### config.mk
export PLATFORM = sky130hd
export DESIGN_NAME = iob_mem_writer
export DESIGN_NICKNAME = d
export VERILOG_FILES = /design/src/rtl/iob_mem_writer_pkg.sv /design/src/rtl/iob_mem_writer_csum.sv /design/src/rtl/iob_mem_writer.sv
export SDC_FILE = /design/constraint.sdc
export NUM_CORES = 1
export LEC_CHECK = 0
export CORE_UTILIZATION = 32
export DETAILED_ROUTE_END_ITERATION = 6
export MAX_ROUTING_LAYER = met4
export PLACE_DENSITY = 0.79
export SETUP_SLACK_MARGIN = 0.4
export SYNTH_ARGS = -nofsm -noshare
export SYNTH_HDL_FRONTEND = slang
export SYNTH_SLANG_ARGS = --single-unit
export TNS_END_PERCENT = 50
### constraint.sdc
create_clock -name clk -period 1.93 [get_ports clk]
set_input_delay 0.193 -clock clk [delete_from_list [all_inputs] [get_ports clk]]
set_output_delay 0.193 -clock clk [all_outputs]
set_load 0.005 [all_outputs]
### src/rtl/iob_mem_writer_pkg.sv
// iob_mem_writer shared types: FSM state encoding.
// Consumed by iob_mem_writer and iob_mem_writer_csum.
package iob_mem_writer_pkg;
  localparam int STATE_W = 2;

  typedef enum logic [STATE_W-1:0] {
    ST_IDLE   = 2'd0,
    ST_WRITE  = 2'd1,
    ST_VERIFY = 2'd2,
    ST_DONE   = 2'd3
  } state_t;
endpackage

### src/rtl/iob_mem_writer_csum.sv
// iob_mem_writer_csum: DATA_W-wide XOR accumulator.
// clr has priority over en; both are synchronous.
module iob_mem_writer_csum
  import iob_mem_writer_pkg::*;
#(
  parameter int DATA_W = 8
) (
  input  logic              clk,
  input  logic              rst_n,
  input  logic              clr,
  input  logic              en,
  input  logic [DATA_W-1:0] d,
  output logic [DATA_W-1:0] q
);
  always_ff @(posedge clk or negedge rst_n) begin
    if (!rst_n) begin
      q <= '0;
    end else if (clr) begin
      q <= '0;
    end else if (en) begin
      q <= q ^ d;
    end
  end
endmodule

### src/rtl/iob_mem_writer.sv
// iob_mem_writer: stream-to-RAM sequential loader with base/len.
// Define IOB_MEM_WRITER_VERIFY_EN to build the read-back checksum.
module iob_mem_writer
  import iob_mem_writer_pkg::*;
#(
  parameter int DATA_W = 8,
  parameter int ADDR_W = 4
) (
  input  logic              clk,
  input  logic              rst_n,
  input  logic              start,
  input  logic [ADDR_W-1:0] base_addr,
  input  logic [ADDR_W:0]   len,
  input  logic              s_valid,
  input  logic [DATA_W-1:0] s_data,
  output logic              s_ready,
  output logic              busy,
  output logic              done,
  output logic              error,
  output logic              mem_w_en,
  output logic [ADDR_W-1:0] mem_addr,
  output logic [DATA_W-1:0] mem_w_data,
  output logic              mem_r_en,
  input  logic [DATA_W-1:0] mem_r_data
);
  localparam logic [ADDR_W:0] REM_ONE = (ADDR_W + 1)'(1);

  state_t            state, state_n;
  logic [ADDR_W-1:0] addr;
  logic [ADDR_W:0]   rem;
  logic              go, hs, last_hs;

  assign go      = (state == ST_IDLE) && start;
  assign hs      = (state == ST_WRITE) && s_valid;
  assign last_hs = hs && (rem == REM_ONE);

  assign s_ready    = (state == ST_WRITE);
  assign busy       = (state != ST_IDLE);
  assign done       = (state == ST_DONE);
  assign mem_w_en   = hs;
  assign mem_w_data = hs ? s_data : '0;
  assign mem_addr   = addr;

`ifdef IOB_MEM_WRITER_VERIFY_EN
  logic [ADDR_W-1:0] base_q;
  logic [ADDR_W:0]   len_q;
  logic [DATA_W-1:0] wsum, rsum;
  logic              r_en, r_pend, v_last, err_q;

  assign r_en     = (state == ST_VERIFY) && (rem != '0);
  assign v_last   = (state == ST_VERIFY) && (rem == '0) && r_pend;
  assign mem_r_en = r_en;
  assign error    = err_q;

  iob_mem_writer_csum #(.DATA_W(DATA_W)) u_wsum (
    .clk(clk), .rst_n(rst_n), .clr(go),
    .en(hs), .d(s_data), .q(wsum)
  );

  iob_mem_writer_csum #(.DATA_W(DATA_W)) u_rsum (
    .clk(clk), .rst_n(rst_n), .clr(go),
    .en(r_pend), .d(mem_r_data), .q(rsum)
  );

  // The final return is folded in directly, not via rsum.
  always_ff @(posedge clk or negedge rst_n) begin
    if (!rst_n) begin
      base_q <= '0;
      len_q  <= '0;
      r_pend <= 1'b0;
      err_q  <= 1'b0;
    end else begin
      r_pend <= r_en;
      if (go) begin
        base_q <= base_addr;
        len_q  <= len;
        err_q  <= 1'b0;
      end else if (v_last) begin
        err_q <= ((rsum ^ mem_r_data) != wsum);
      end
    end
  end
`else
  logic unused_r_data;
  assign unused_r_data = ^mem_r_data;
  assign mem_r_en      = 1'b0;
  assign error         = 1'b0;
`endif

  always_ff @(posedge clk or negedge rst_n) begin
    if (!rst_n) begin
      addr <= '0;
      rem  <= '0;
    end else if (go) begin
      addr <= base_addr;
      rem  <= len;
`ifdef IOB_MEM_WRITER_VERIFY_EN
    end else if (last_hs) begin
      addr <= base_q;
      rem  <= len_q;
    end else if (r_en) begin
      addr <= addr + 1'b1;
      rem  <= rem - 1'b1;
`endif
    end else if (hs) begin
      addr <= addr + 1'b1;
      rem  <= rem - 1'b1;
    end
  end

  always_ff @(posedge clk or negedge rst_n) begin
    if (!rst_n) state <= ST_IDLE;
    else        state <= state_n;
  end

  always_comb begin
    state_n = state;
    unique case (1'b1)
      (state == ST_IDLE): begin
        if (start) state_n = (len == '0) ? ST_DONE : ST_WRITE;
      end
      (state == ST_WRITE): begin
`ifdef IOB_MEM_WRITER_VERIFY_EN
        if (last_hs) state_n = ST_VERIFY;
`else
        if (last_hs) state_n = ST_DONE;
`endif
      end
      (state == ST_VERIFY): begin
`ifdef IOB_MEM_WRITER_VERIFY_EN
        if (v_last) state_n = ST_DONE;
`else
        state_n = ST_IDLE;
`endif
      end
      (state == ST_DONE): state_n = ST_IDLE;
      default: state_n = ST_IDLE;
    endcase
  end
endmodule
==> run metrics <==
Core Util, Final=62.9%; status=finished clean; Reg2Reg Launch Point=state[1]; RSZ-0062 raised after global routing=true; final HPWL from detailed placement=between 1000 and 1500 um; die width=49.9 um; syn avg cell area=about 9.5 um2; clk root buf=clkbuf_4; Crit. End Element=flip-flop; reg2reg path depth=5; critical path cell sequence=buf_6 > buf_6 > or3b_4 > mux2_4 > a221o_1; worst hold slack=251 ps; core area=2060 um2; asr flop ratio synth=100%; switching power=0.496 mW; crit path max-delay cell type=dfrtp_2; clock share of power=11.9%; R2R setup slack=about 210 ps; first-pass GRT wire length=approximately 3400 um; Post-synth EDFFs=0; Hold Vio Cnt, Final=0; final setup TNS=0 ps; Internal=0.870 mW; initial antenna violation count=0; clock tree from TritonCTS=yes; register share of total power=~33%; antenna-violating nets left=0; FP Rows=16; placed cell area=1130 um2; startpoint types=flip-flop; post-synth top area cell=dfrtp_1; number of buffers created by CTS=3; vias=782; Vias/cell=5.01; Synth Flop Type=dfrtp_1; CP arrival=roughly 1900 ps; clk sinks=11; relative slew slack=65.6%; max-cap violations=0; Yosys Warn Count=0; most frequent CP cell=buf_6; WL final=2100 um; Clock Skews=12.1 ps; Fmax achieved=581 MHz; Clock transition at path regs=80 ps; layout cells sized above 1=between 20% and 30%; Critical Path Start=state[1]; Worst-Skew Late Latency=280 ps; r2r endpoint=mem_addr[3]; Die ar.=2490 um2; Total GRT Usage=18.1%; Pleak=around 0.62 nW; top cell type's share of synthesized area=37.5%; Post-Synthesis Cells=a little under 80; PortBufs=36; total grt overflow=0; Initial DRT Pass Iterations=4; Synth top cells by count=11 x dfrtp_1, 9 x and2_1, 7 x nor2_1; Max clock buf depth=2; top cells by area, synth=dfrtp_1 38%, a221o_1 8.2%, and2_1 7.7%, ha_1 5.1%, nor2_1 3.6%; Period Utilization, post-route=89.2%; DRC=0; Initial Utilization=between 30% and 40%; Max H-tree Level=1; gp weighted congestion=0.814; Largest delay share family, worst path=flip-flops; largest net degree at the start of global routing=14; Peak VDD IR=0.000626 V; Crit Path Max Fanout=3; final instance area=1300 um2; Final Critical Period=1720 ps; Die Ht=about 50 um; Worst path max stage delay=420 ps; Pwr per Cell Area=1050 nW/um2; wire per inst=around 13 um; Seq cells post-synth=11; 1st-iter DRT viols=15; critical path type=reg -> reg; Final Max Slew Viols=0; Nets=about 160; sw frac=about 36%; buffer and inverter count on the worst path=2; I/O pin count=between 40 and 50; CP Data Required Time=2100 ps; combinational power share=between 50% and 60%; hold buffers post-CTS=0; Hold Path Class=in -> async; register area share after synthesis=37.5%; cell area after synthesis=733 um2; Worst-Margin Slew=515 ps; synth unique cells=31; top-count cell post-synth=dfrtp_1; final setup vio count=0; Inserted Diodes=0; area grow syn2layout=77.0%; vias in the first global route=772
## routing by layer
layer / up-vias / GRT usage, % / share of wire, %
met5: - / - / 0
li1: 376 / - / -
met1: 363 / 20.9 / 43
met4: 0 / 4.76 / 0
met3: 0 / 5.25 / 7.3
met2: 43 / 30.4 / 49
## kinds of logic after synthesis
group | count (synthesis) | share of synthesized area, %
mux | 4 | 5.80
fa+ha+maj | 3 | 5.12
simple gates | 37 | 30.7
flops | 11 | 37.5
compound gates | 11 | 13.0
other cells | 1 | 0.511
buf+inv | 10 | 7.33
## power by group through the flow
stage | Clock (mW) | Combinational [mW] | Sequential (mW)
after global routing | 0.187 | 0.833 | 0.465
after detailed placement | 0 | 0.638 | 0.450
after CTS | 0.165 | 0.680 | 0.441
final | 0.163 | 0.754 | 0.448
after global placement | 0 | 0.613 | 0.442
after floorplan | 0 | 0.362 | 0.418
## per-stage QoR
step	total power, mW	instances	setup slack (ps)
final	1.37	156	209
after detailed placement	1.09	140	47.9
after global placement	1.06	140	61.5
after global routing	1.48	156	181
after CTS	1.29	151	159
after floorplan	0.780	78	421
## registers in the layout (all words and copies together), names as in the netlist
register  flops
rem           5
mem_addr      4
state         2
## cell type report
cell class	count	area (um2)
fill	172	764
timing repair buffer	51	488
multi-input combinational	57	440
sequential	11	278
tap	27	33.8
inverter	5	23.8
clock buffer	3	22.5
timing repair inverter	1	6.26
clock inverter	1	5.00
## worst max path at each step
stage          depth (start not counted)  slack [ps]             to
6_report                               5         210    mem_addr[3]
5_1_grt                                5         180    mem_addr[3]
4_1_cts                                4         160  mem_w_data[2]
3_5_place_dp                           5          50  mem_w_data[4]
3_3_place_gp                           5          60  mem_w_data[4]
2_1_floorplan                          4         420    mem_addr[3]
## layout by cell type (no fill, tap or decap), types with 2 or more instances in the layout
cell type         n
inv_1             4
clkdlybuf4s50_1  24
clkbuf_4          3
dfrtp_1           9
dlygate4sd2_1     8
dfrtp_2           2
and2_1            9
nand2b_1          2
conb_1            2
mux2i_1           2
nand3_1           3
nor3b_1           2
nand2_1           3
nor3_1            3
dlymetal6s2s_1    4
buf_4            11
a221o_1           6
ha_1              3
nor2_1            7
buf_6             4
## timing repair
action	CTS	global route
gates resized for setup	12	17
buffers inserted	6	5
setup endpoints to repair	13	21
pin swaps	0	4
cloned	1	0
Note: power is estimated with default switching activity, not from simulation.
